[config.mk]
export PLATFORM = sky130hd
export DESIGN_NAME = proc_core
export DESIGN_NICKNAME = d
export VERILOG_FILES = /design/src/rtl/proc_core.sv
export SDC_FILE = /design/constraint.sdc
export NUM_CORES = 1
export LEC_CHECK = 0
export ABC_CLOCK_PERIOD_IN_PS = 5000
export CAP_MARGIN = 20
export CORE_MARGIN = 3
export CORE_UTILIZATION = 36
export CTS_BUF_LIST = sky130_fd_sc_hd__clkbuf_4
export CTS_CLUSTER_DIAMETER = 30
export DETAILED_ROUTE_END_ITERATION = 7
export HOLD_SLACK_MARGIN = 0.02
export PLACE_DENSITY = 0.56
export RECOVER_POWER = 100
export SLEW_MARGIN = 20
export SYNTH_ARGS = -nofsm -noshare
export SYNTH_HDL_FRONTEND = slang
export SYNTH_SLANG_ARGS = --single-unit
[constraint.sdc]
create_clock -name clk -period 5 [get_ports clk]
set_clock_uncertainty 0.05 [all_clocks]
set_input_delay 1 -clock clk [delete_from_list [all_inputs] [get_ports clk]]
set_output_delay 1 -clock clk [all_outputs]
set_load 0.02 [all_outputs]
[src/rtl/proc_core.sv]
// ============================================================================
// Module      : proc_core
// Description : Multi-cycle 16-bit-instruction processor core; one instruction
//               per accepted step through IDLE -> EXEC -> WB.
// Revision    : 1.0 - initial release
// ============================================================================
`default_nettype none

module proc_core #(
    parameter int DATA_W     = 16,
    parameter int IMEM_DEPTH = 8,
    parameter int REG_COUNT  = 8,
    localparam int PC_W      = (IMEM_DEPTH > 1) ? $clog2(IMEM_DEPTH) : 1
) (
    input  logic              clk,
    input  logic              rst_n,
    input  logic              step,
    input  logic [15:0]       instruction,
    output logic [PC_W-1:0]   address,
    output logic [DATA_W-1:0] result,
    output logic              result_valid,
    output logic              busy,
    output logic              halted
);

    localparam int RW = (REG_COUNT > 1) ? $clog2(REG_COUNT) : 1;

    localparam logic [3:0] c_OP_LDI  = 4'h1;
    localparam logic [3:0] c_OP_ADD  = 4'h2;
    localparam logic [3:0] c_OP_SUB  = 4'h3;
    localparam logic [3:0] c_OP_AND  = 4'h4;
    localparam logic [3:0] c_OP_OR   = 4'h5;
    localparam logic [3:0] c_OP_XOR  = 4'h6;
    localparam logic [3:0] c_OP_SHL  = 4'h7;
    localparam logic [3:0] c_OP_BEQ  = 4'h8;
    localparam logic [3:0] c_OP_JMP  = 4'h9;
    localparam logic [3:0] c_OP_HALT = 4'hE;
    localparam logic [3:0] c_OP_OUT  = 4'hF;

    typedef enum logic [1:0] {
        S_IDLE = 2'd0,
        S_EXEC = 2'd1,
        S_WB   = 2'd2,
        S_HALT = 2'd3
    } state_t;

    state_t              r_state;
    state_t              w_next_state;
    logic [15:0]         r_ir;
    logic [PC_W-1:0]     r_pc;
    logic [DATA_W-1:0]   r_regs [REG_COUNT];
    logic [DATA_W-1:0]   r_alu;
    logic                r_take;
    logic [DATA_W-1:0]   r_result;
    logic                r_result_valid;

    logic [3:0]          w_op;
    logic [RW-1:0]       w_ra_idx;
    logic [RW-1:0]       w_rb_idx;
    logic [DATA_W-1:0]   w_ra_val;
    logic [DATA_W-1:0]   w_rb_val;
    logic [DATA_W-1:0]   w_alu;
    logic                w_writes;
    logic [PC_W-1:0]     w_target;

    assign w_op     = r_ir[15:12];
    assign w_ra_idx = r_ir[9 +: RW];
    assign w_rb_idx = r_ir[6 +: RW];
    assign w_ra_val = r_regs[w_ra_idx];
    assign w_rb_val = r_regs[w_rb_idx];
    assign w_target = r_ir[PC_W-1:0];
    assign w_writes = (w_op >= c_OP_LDI) && (w_op <= c_OP_SHL);

    // OUT passes ra through the ALU so WB loads result from one register.
    always_comb begin
        w_alu = '0;
        case (w_op)
            c_OP_LDI: w_alu = DATA_W'(r_ir[7:0]);
            c_OP_ADD: w_alu = w_ra_val + w_rb_val;
            c_OP_SUB: w_alu = w_ra_val - w_rb_val;
            c_OP_AND: w_alu = w_ra_val & w_rb_val;
            c_OP_OR:  w_alu = w_ra_val | w_rb_val;
            c_OP_XOR: w_alu = w_ra_val ^ w_rb_val;
            c_OP_SHL: w_alu = w_ra_val << 1;
            c_OP_OUT: w_alu = w_ra_val;
            default:  w_alu = '0;
        endcase
    end

    always_comb begin
        w_next_state = r_state;
        case (r_state)
            S_IDLE:  if (step) w_next_state = S_EXEC;
            S_EXEC:  w_next_state = S_WB;
            S_WB:    w_next_state = (w_op == c_OP_HALT) ? S_HALT : S_IDLE;
            S_HALT:  w_next_state = S_HALT;
            default: w_next_state = S_IDLE;
        endcase
    end

    always_ff @(posedge clk or negedge rst_n) begin
        if (!rst_n) begin
            r_state        <= S_IDLE;
            r_ir           <= '0;
            r_pc           <= '0;
            r_alu          <= '0;
            r_take         <= 1'b0;
            r_result       <= '0;
            r_result_valid <= 1'b0;
            for (int i = 0; i < REG_COUNT; i++) r_regs[i] <= '0;
        end else begin
            r_state        <= w_next_state;
            r_result_valid <= 1'b0;
            case (r_state)
                S_IDLE: if (step) r_ir <= instruction;
                S_EXEC: begin
                    r_alu  <= w_alu;
                    r_take <= (w_op == c_OP_JMP) ||
                              ((w_op == c_OP_BEQ) && (w_ra_val == w_rb_val));
                end
                S_WB: begin
                    if (w_writes) r_regs[w_ra_idx] <= r_alu;
                    if (w_op == c_OP_OUT) begin
                        r_result       <= r_alu;
                        r_result_valid <= 1'b1;
                    end
                    // HALT keeps pc on its own location.
                    if (w_op != c_OP_HALT)
                        r_pc <= r_take ? w_target : r_pc + PC_W'(1);
                end
                default: ;
            endcase
        end
    end

    assign address      = r_pc;
    assign result       = r_result;
    assign result_valid = r_result_valid;
    assign busy         = (r_state != S_IDLE);
    assign halted       = (r_state == S_HALT);

endmodule

`default_nettype wire

==> impl_metrics.py, run 1 <==
metrics = {
    "outcome": {
        "run_status": "finished with violations",
        "violations": "capacitance limit, slew limit",
    },
    "global_routing": {
        "grtUsageTotal_pct": 20.02,
        "grt-busiest-layer": "met2",
        "grt_pass1_vias": 8515,
        "grt_util_met3_pct": 3.498,
        "antenna_found_initial": 1,
        "use_met1_pct": 27.73,
        "use_met2_pct": 32.15,
        "overflow": 0,
        "grt_pass1_wl_um": 52480,
        "grt_max_degree": 123,
    },
    "clock_network": {
        "cts_hold_buffers": 0,
        "post_cts_buffers": 0,
        "cts_buffers": 17,
        "clockBufferDepth": 2,
        "cts_resized": 0,
        "clkTransAtPathRegs_ns": 0.18,
        "cts_tree": "built",
        "root_buffer": "clkbuf_4",
        "clock_latency_ns": 0.62,
        "clock-sinks": 183,
        "cts-htree-levels": 4,
    },
    "worst_hold_path": {
        "hold_path_class": "flip-flop to flip-flop",
        "hold_depth": 1,
        "hp-start": "result[5]$_DFFE_PN0P_",
        "holdPathEnd": "result[5]$_DFFE_PN0P_",
    },
    "yosys": {
        "async_reset_ff_share_pct": 100.0,
        "synthSimpleGateAreaFrac_pct": 8.283,
        "ys_ff_latch": 183,
        "netlist_top_cells_area": "dfrtp_1 39%, mux2_2 15%, mux4_2 8.3%, ha_1 5.3%, mux2i_1 3.8%",
        "yosysTopAreaCellShare_pct": 39.27,
        "syn_nets": 1108,
        "synth_xor_area_share_pct": 1.052,
        "synth_mux_area_share_pct": 27.85,
        "synth_edf_count": 0,
        "avgSynthCellArea_sq_um": 11.23,
        "postSynthCellCount": 1038,
        "synth_top_family_by_area": "multiplexers",
        "synthesis.area_sq_mm": 0.01166,
        "synth-seq-area-share_pct": 39.27,
        "yosys_most_used_dff": "dfrtp_1",
        "synthAdderAreaFrac_pct": 5.601,
        "yosysWarningCount": 0,
        "synth_compound_area_share_pct": 12.80,
        "synth_top_area_cell": "dfrtp_1",
        "synthDistinctLibCells": 72,
    },
    "drt": {
        "route.vias.total": 8621,
        "dr.pass1.iters": 5,
        "ant_nets": 0,
        "via_per_inst": 5.897,
        "drc": 0,
        "drt-wirelength-per-cell_um": 23.20,
        "wirelength_um": 33920,
        "drt_iter0_markers": 557,
    },
    "floorplanning": {
        "io_pins": 41,
        "die_h_um": 186.0,
        "die-area_sq_mm": 0.03459,
        "rows": 65,
        "fp.dieW_um": 186.0,
        "initial_utilization_pct": 36.77,
        "core_sq_mm": 0.03172,
    },
    "worst_setup_path": {
        "start_kind": "flip-flop",
        "path_class": "flip-flop to flip-flop",
        "r2r_start": "r_ir[11]$_DFFE_PN0P_",
        "worstPathArrival_ns": 4.89,
        "r2r_cells": 12,
        "end_kind": "flip-flop",
        "crit_fanout": 25,
        "r2r_slack_ns": 0.57,
        "required_ns": 5.45,
        "r2r-end": "r_alu[13]$_DFFE_PN0N_",
    },
    "timing": {
        "setup_viol": 0,
        "tightest_slew_ns": 2.755,
        "timing.final.ws_setup_ns": 0.5658,
        "fin_setup_tns_ns": 0,
        "slew_viol_final": 131,
        "finalCritPeriodShare_pct": 88.68,
        "slew_headroom_pct": -83.69,
        "fin_crit_ns": 4.434,
        "final_hold_viol_count": 0,
        "rsz0062_at_grt": "no",
        "max_freq_ghz": 0.2255,
    },
    "placed_design": {
        "place_ws_ns": 0.7620,
        "dpl.hpwl_um": 24260,
        "portBuffers": 40,
        "gp_congestion": 0.9249,
    },
    "layout": {
        "final_common_cell": "dfrtp_1",
        "area_growth_pct": 8.209,
        "layout.nets": 1116,
        "final_cell_mix": "180 x dfrtp_1, 151 x mux2_2, 55 x nand2_1",
        "layout-drive-gt1-share_pct": 25.21,
    },
    "power_and_ir_drop": {
        "ir_drop_mv": 0.2412,
        "p_per_area_mw_per_mm2": 624.1,
        "leakage_nw": 5.794,
    },
    "flow_run": {
        "maxCapViolCount": 3,
    },
}
[worst max-delay path, stage by stage (launching register included)]
cell       delay (ns)
dfrtp_2          0.76
clkbuf_2         0.64
mux4_2           0.40
mux2_1           0.38
inv_1            0.10
ha_1             0.34
or3_1            0.41
nor4_2           0.31
a2111oi_0        0.20
buf_4            0.17
a211o_1          0.23
mux2i_1          0.17
o221ai_1         0.15
[stage by stage]
stage                     cells  power [mW]  hold slack (ns)  area, sq um  util, %
after floorplan            1038       5.667           0.4195        11660        -
after global placement     1427       7.117           0.4347        12440    39.22
after detailed placement   1428       7.106           0.4450        12450    39.27
after CTS                  1460       7.924           0.4780        12700    40.04
after global routing       1462       8.415           0.4841        12620    39.78
final                      1462       7.875           0.4672        12620    39.78
[flip-flops by register name, indices dropped and copies added, names as in the netlist]
register      count
result_valid      1
r_alu            16
r_ir             16
result           16
r_regs          128
r_state           2
r_take            1
address           3
[final cells by class]
class,count,area [sq um]
inverters,53,198.9
clock buffers,17,127.6
multi-input cells,716,6447
clock inverters,15,117.6
well taps,402,503.0
repair buffers,75,638.1
diodes,1,2.502
flip-flops and latches,183,4583
fillers,3066,19100
[logic make-up (layout without fill, tap and decap cells)]
logic type	Yosys count	after routing
AOI/OAI and AO/OA	211	211
xor gates and xnor gates	14	14
adders and majority gates	51	51
buffers and inverters	139	160
DFF	183	183
muxes	250	250
other	0	1
and+or+nand+nor	190	190
[power breakdown]
part | switching (mW) | internal (mW)
logic | 2.58 | 1.93
registers | 0.656 | 1.91
clock network | 0.582 | 0.209
[synth_stat cells, types with 5 or more instances]
library cell	instances
dfrtp_1	183
mux2_2	152
nand2_1	55
inv_1	53
ha_1	49
nor2_1	46
mux2i_1	44
mux4_2	43
a21oi_1	40
clkbuf_1	36
o21ai_0	29
buf_2	22
a22oi_1	21
nor2b_1	19
buf_1	18
nor3_1	15
a221oi_1	14
o221ai_1	13
a211oi_1	12
a31oi_1	11
mux2_1	10
nand3_1	10
xnor2_1	10
nand2b_1	9
o211ai_1	9
o22ai_1	8
a22o_1	6
or3_1	6
buf_4	5
[how the worst max path moves through the flow]
stage	start	cells past startpoint	to
floorplan	r_ir[6]$_DFFE_PN0P_	13	r_alu[12]$_DFFE_PN0N_
global placement	r_ir[10]$_DFFE_PN0P_	13	r_alu[11]$_DFFE_PN0N_
detailed placement	r_ir[10]$_DFFE_PN0P_	13	r_alu[11]$_DFFE_PN0N_
CTS	r_ir[10]$_DFFE_PN0P_	13	r_alu[11]$_DFFE_PN0N_
global route	rst_n	2	r_regs[110]$_DFFE_PN0P_
finish	r_ir[11]$_DFFE_PN0P_	12	r_alu[13]$_DFFE_PN0N_
[routing by layer]
metal  wire (um)  up-vias
met5           0        -
met4         819        0
met3        1907       50
met2       15960      267
met1       15230     4440
li1            -     3864
Note: power is estimated with default switching activity, not from simulation.
==> run 2: changes to the inputs <==
CORE_MARGIN = 1.5   (was 3)
==> impl_metrics.py, run 2 (same netlist as run 1, synthesis figures left out) <==
metrics = {
    "outcome": {
        "run_status": "finished with violations",
        "violations": "capacitance limit, slew limit",
    },
    "clock_network": {
        "clockBufferDepth": 2,
        "clkTransAtPathRegs_ns": 0.17,
        "clock_latency_ns": 0.61,
        "cts_resized": 0,
        "post_cts_buffers": 0,
        "root_buffer": "clkbuf_4",
        "clock-sinks": 183,
        "cts_tree": "built",
        "cts_buffers": 17,
        "cts_hold_buffers": 0,
        "cts-htree-levels": 4,
    },
    "power_and_ir_drop": {
        "p_sw_mw": 3.817,
        "p_clk_share_pct": 11.1,
        "seq_power_share_pct": 31.6,
        "ir_drop_mv": 0.2113,
        "p_sw_share_pct": 47.82,
        "p_int_mw": 4.165,
        "p_comb_share_pct": 57.3,
        "p_per_area_mw_per_mm2": 629.9,
        "leakage_nw": 5.829,
    },
    "worst_setup_path": {
        "worstPathArrival_ns": 4.86,
        "start_kind": "flip-flop",
        "required_ns": 5.44,
        "path_class": "flip-flop to flip-flop",
        "crit_fanout": 14,
        "end_kind": "flip-flop",
    },
    "timing": {
        "rsz0062_at_grt": "no",
        "whs_ns": 0.3426,
        "fin_setup_tns_ns": 0,
        "setup_viol": 0,
        "slew_headroom_pct": -109.1,
        "finalCritPeriodShare_pct": 88.35,
        "slew_viol_final": 116,
        "fin_crit_ns": 4.417,
        "timing.final.ws_setup_ns": 0.5827,
        "tightest_slew_ns": 3.131,
        "max_freq_ghz": 0.2264,
        "final_hold_viol_count": 0,
    },
    "flow_run": {
        "maxCapViolCount": 3,
    },
    "floorplanning": {
        "die_h_um": 183.0,
        "rows": 65,
        "initial_utilization_pct": 36.77,
        "core_sq_mm": 0.03172,
        "fp.dieW_um": 183.0,
        "die-area_sq_mm": 0.03348,
        "io_pins": 41,
    },
    "layout": {
        "final_cell_area_sq_mm": 0.01267,
        "layout.nets": 1118,
        "largest_reg_flops": 128,
        "nFillCells": 3095,
        "multi_input_area_sq_mm": 0.006446,
        "seqCellArea_sq_mm": 0.004583,
        "final_common_cell": "dfrtp_1",
        "final_cell_mix": "180 x dfrtp_1, 152 x mux2_2, 55 x nand2_1",
        "top_register": "r_regs",
        "area_growth_pct": 8.659,
        "layout-drive-gt1-share_pct": 25.28,
    },
    "drt": {
        "drt-wirelength-per-cell_um": 23.44,
        "ant_nets": 0,
        "route.vias.total": 8682,
        "dr.pass1.iters": 5,
        "wirelength_um": 34300,
        "via_per_inst": 5.934,
        "drc": 0,
        "drt_iter0_markers": 736,
    },
    "global_routing": {
        "grt_max_degree": 82,
        "grt_pass1_vias": 8831,
        "grtUsageTotal_pct": 21.11,
        "grt_pass1_wl_um": 53590,
        "antenna_found_initial": 1,
        "overflow": 0,
    },
    "placed_design": {
        "portBuffers": 40,
        "placed_area_sq_mm": 0.01248,
        "dpl.hpwl_um": 24390,
        "place_ws_ns": 0.7092,
        "gp_congestion": 0.8829,
    },
    "worst_hold_path": {
        "hold_path_class": "input port to async pin",
    },
}
-- run 2: cell count changes in the layout (fill, tap and decap cells not counted), sizes merged --
cell / previous run / this run
clkinv: 5 / 4
buf: 24 / 27
inv: 61 / 58
dlymetal6s2s: 0 / 1
clkinvlp: 2 / 1
bufinv: 0 / 2
-- run 2: routing by layer --
metal  track usage, %  wire length [um]  vias up
met5                0                 0        -
met4            8.000               858        0
met3            3.594              2041       58
met2            33.51             16220      278
met1            28.90             15180     4466
li1                 -                 -     3880
-- run 2: worst max-delay path, cell delays in order, from the launching register on --
cell and delay, ns:
dfrtp_1 0.71, clkbuf_1 0.50, nor3_1 0.14, or4_1 0.58, nor3_1 1.29, clkbuf_1 0.61, mux2_2 0.41
-- run 2: power by group through the flow --
stage | Combinational (mW) | Sequential [mW] | Clock, mW
after detailed placement | 4.55 | 2.56 | 0
after CTS | 4.57 | 2.53 | 0.910
after global placement | 4.56 | 2.55 | 0
after floorplan | 3.47 | 2.20 | 0
after global routing | 4.95 | 2.61 | 0.965
final | 4.57 | 2.53 | 0.884
-- run 2: path summary, 6_finish.rpt --
path	start	to	slack, ns	cells after the start
setup reg to reg	r_ir[14]$_DFFE_PN0P_	r_regs[125]$_DFFE_PN0P_	0.58	6
hold / removal	rst_n	r_regs[49]$_DFFE_PN0P_	0.34	1
max in group asynchronous	rst_n	result_valid$_DFF_PN0_	1.08	2
min in group clk	result[3]$_DFFE_PN0P_	result[3]$_DFFE_PN0P_	0.47	1
hold reg to reg	result[3]$_DFFE_PN0P_	result[3]$_DFFE_PN0P_	0.47	1
setup / recovery	r_ir[14]$_DFFE_PN0P_	r_regs[125]$_DFFE_PN0P_	0.58	6
-- run 2: metrics by stage --
stage / utilization [%] / power [mW] / std cells
6_report: 39.95 / 7.982 / 1463
5_1_grt: 39.95 / 8.519 / 1463
4_1_cts: 40.26 / 8.013 / 1462
3_5_place_dp: 39.36 / 7.113 / 1431
3_3_place_gp: 39.27 / 7.109 / 1429
2_1_floorplan: - / 5.667 / 1038
-- run 2: cell type report --
type | count | area share, %
timing repair buffer | 77 | 5.155
multi-input combinational | 716 | 50.87
clock inverter | 12 | 1.116
tap | 402 | 3.970
antenna | 1 | 0.01975
clock buffer | 19 | 1.126
sequential | 183 | 36.17
inverter | 53 | 1.570
==> run 3: changes to the inputs <==
ABC_CLOCK_PERIOD_IN_PS = 5700   (was 5000)
clock period = 5.7 ns   (was 5 ns; I/O delays follow)
==> impl_metrics.py, run 3 (same netlist as run 1, synthesis figures left out) <==
metrics = {
    "timing": {
        "setup_viol": 0,
        "max_freq_ghz": 0.1994,
        "slew_viol_final": 161,
        "timing.final.ws_setup_ns": 0.6849,
        "final_hold_viol_count": 0,
        "fin_setup_tns_ns": 0,
        "rsz0062_at_grt": "no",
        "finalCritPeriodShare_pct": 87.98,
        "tightest_slew_ns": 2.816,
        "fin_crit_ns": 5.015,
        "slew_headroom_pct": -87.76,
        "whs_ns": 0.4687,
    },
    "power_and_ir_drop": {
        "p_per_area_mw_per_mm2": 545.4,
        "total_power_mw": 6.870,
        "leakage_nw": 5.781,
        "ir_drop_mv": 0.1780,
    },
    "outcome": {
        "violations": "capacitance limit, slew limit",
        "run_status": "finished with violations",
    },
    "clock_network": {
        "clock-sinks": 183,
        "cts_tree": "built",
        "post_cts_buffers": 0,
        "cts_hold_buffers": 0,
        "cts_buffers": 17,
        "clkTransAtPathRegs_ns": 0.17,
        "clock_latency_ns": 0.59,
        "root_buffer": "clkbuf_4",
        "clockBufferDepth": 2,
        "cts-htree-levels": 4,
        "cts_resized": 0,
    },
    "drt": {
        "via_per_inst": 5.904,
        "ant_nets": 0,
        "drc": 0,
        "drt-wirelength-per-cell_um": 23.14,
        "wirelength_um": 33690,
        "route.vias.total": 8596,
        "drt_iter0_markers": 772,
        "dr.pass1.iters": 5,
    },
    "global_routing": {
        "use_met2_pct": 32.79,
        "grt_util_met3_pct": 5.262,
        "grtUsageTotal_pct": 20.99,
        "grt_pass1_vias": 8637,
        "grt_pass1_wl_um": 53010,
        "grt_max_degree": 110,
        "use_met1_pct": 28.40,
        "antenna_found_initial": 1,
        "overflow": 0,
        "grt-busiest-layer": "met2",
    },
    "worst_setup_path": {
        "r2r-end": "r_alu[11]$_DFFE_PN0N_",
        "crit_path_max_incr_delay_ns": 0.94,
        "crit_fanout": 35,
        "r2r_start": "r_ir[11]$_DFFE_PN0P_",
        "crit_buf_inv": 1,
        "r2r_cells": 12,
        "crit_path_frequent_cell": "a22oi_1",
        "end_kind": "flip-flop",
        "r2r_slack_ns": 0.68,
        "path_class": "flip-flop to flip-flop",
        "crit_chain": "and2_0, a22oi_1, o221ai_1, inv_1, ha_1, a21oi_1, o211ai_1, nor2b_1, o41ai_1, nor3_1, a2111oi_0, a22oi_1",
        "required_ns": 6.11,
        "worstPathArrival_ns": 5.43,
        "cp_top_family": "compound AO/OA/AOI/OAI gates",
        "critPathSlowestCell": "dfrtp_2",
        "start_kind": "flip-flop",
    },
    "floorplanning": {
        "fp.dieW_um": 183.0,
        "rows": 65,
        "io_pins": 41,
        "die_h_um": 183.0,
        "initial_utilization_pct": 36.77,
        "core_sq_mm": 0.03172,
        "die-area_sq_mm": 0.03348,
    },
    "placed_design": {
        "portBuffers": 40,
        "dpl.hpwl_um": 23360,
        "gp_congestion": 0.9145,
        "placed_area_sq_mm": 0.01240,
        "place_ws_ns": 0.9424,
    },
    "worst_hold_path": {
        "holdPathEnd": "result[2]$_DFFE_PN0P_",
        "hp-start": "result[2]$_DFFE_PN0P_",
        "hold_depth": 1,
        "hold_path_class": "flip-flop to flip-flop",
    },
    "layout": {
        "area_growth_pct": 8.015,
        "layout.nets": 1110,
        "largest_reg_flops": 128,
        "layout-drive-gt1-share_pct": 25.07,
        "top_register": "r_regs",
        "final_common_cell": "dfrtp_1",
        "final_cell_area_sq_mm": 0.01260,
        "final_cell_mix": "180 x dfrtp_1, 152 x mux2_2, 55 x nand2_1",
    },
    "flow_run": {
        "maxCapViolCount": 3,
    },
}
-- run 3: changes by cell type in the layout (fill, tap and decap cells not counted), sizes merged --
cell	previous run	this run
buf	27	18
bufinv	2	1
inv	58	60
dlymetal6s2s	1	0
clkinv	4	7
clkinvlp	1	0
-- run 3: stage by stage --
stage	util [%]	instances
final	39.71	1456
after global routing	39.71	1456
after CTS	39.93	1455
after detailed placement	39.08	1423
after global placement	39.08	1423
after floorplan	-	1038
-- run 3: metal layers --
layer  part of all wire [%]  vias to the layer above
li1                       -                     3850
met2                     46                      280
met5                      0                        -
met1                     45                     4415
met3                    6.9                       51
met4                    2.1                        0
-- run 3: cell type report --
type | count | area (sq um)
diodes | 1 | 2.502
clock inverters | 15 | 140.1
fillers | 3105 | 19120
flip-flops and latches | 183 | 4583
multi-input cells | 716 | 6467
repair buffers | 69 | 573.1
well taps | 402 | 503.0
inverters | 53 | 198.9
clock buffers | 17 | 127.6
-- run 3: how the worst max path moves through the flow --
stage,from,end,slack (ns),depth (start not counted)
global route,r_ir[11]$_DFFE_PN0P_,r_alu[11]$_DFFE_PN0N_,0.50,12
floorplan,r_ir[6]$_DFFE_PN0P_,r_alu[12]$_DFFE_PN0N_,1.77,13
global placement,r_ir[11]$_DFFE_PN0P_,r_alu[11]$_DFFE_PN0N_,0.89,12
finish,r_ir[11]$_DFFE_PN0P_,r_alu[11]$_DFFE_PN0N_,0.68,12
CTS,r_ir[11]$_DFFE_PN0P_,r_alu[11]$_DFFE_PN0N_,0.85,12
detailed placement,r_ir[11]$_DFFE_PN0P_,r_alu[11]$_DFFE_PN0N_,0.94,12
-- run 3: worst register-to-register path, cell delays in order (launching register included) --
cell	delay (ns)
dfrtp_2	0.94
and2_0	0.43
a22oi_1	0.15
o221ai_1	0.61
inv_1	0.13
ha_1	0.50
a21oi_1	0.29
o211ai_1	0.27
nor2b_1	0.22
o41ai_1	0.63
nor3_1	0.08
a2111oi_0	0.48
a22oi_1	0.12
-- run 3: power by group --
group          total, mW  internal, mW  switching [mW]
sequential          2.31          1.67           0.640
clock              0.716         0.227           0.488
combinational       3.84          1.66            2.18
total               6.87          3.56            3.31
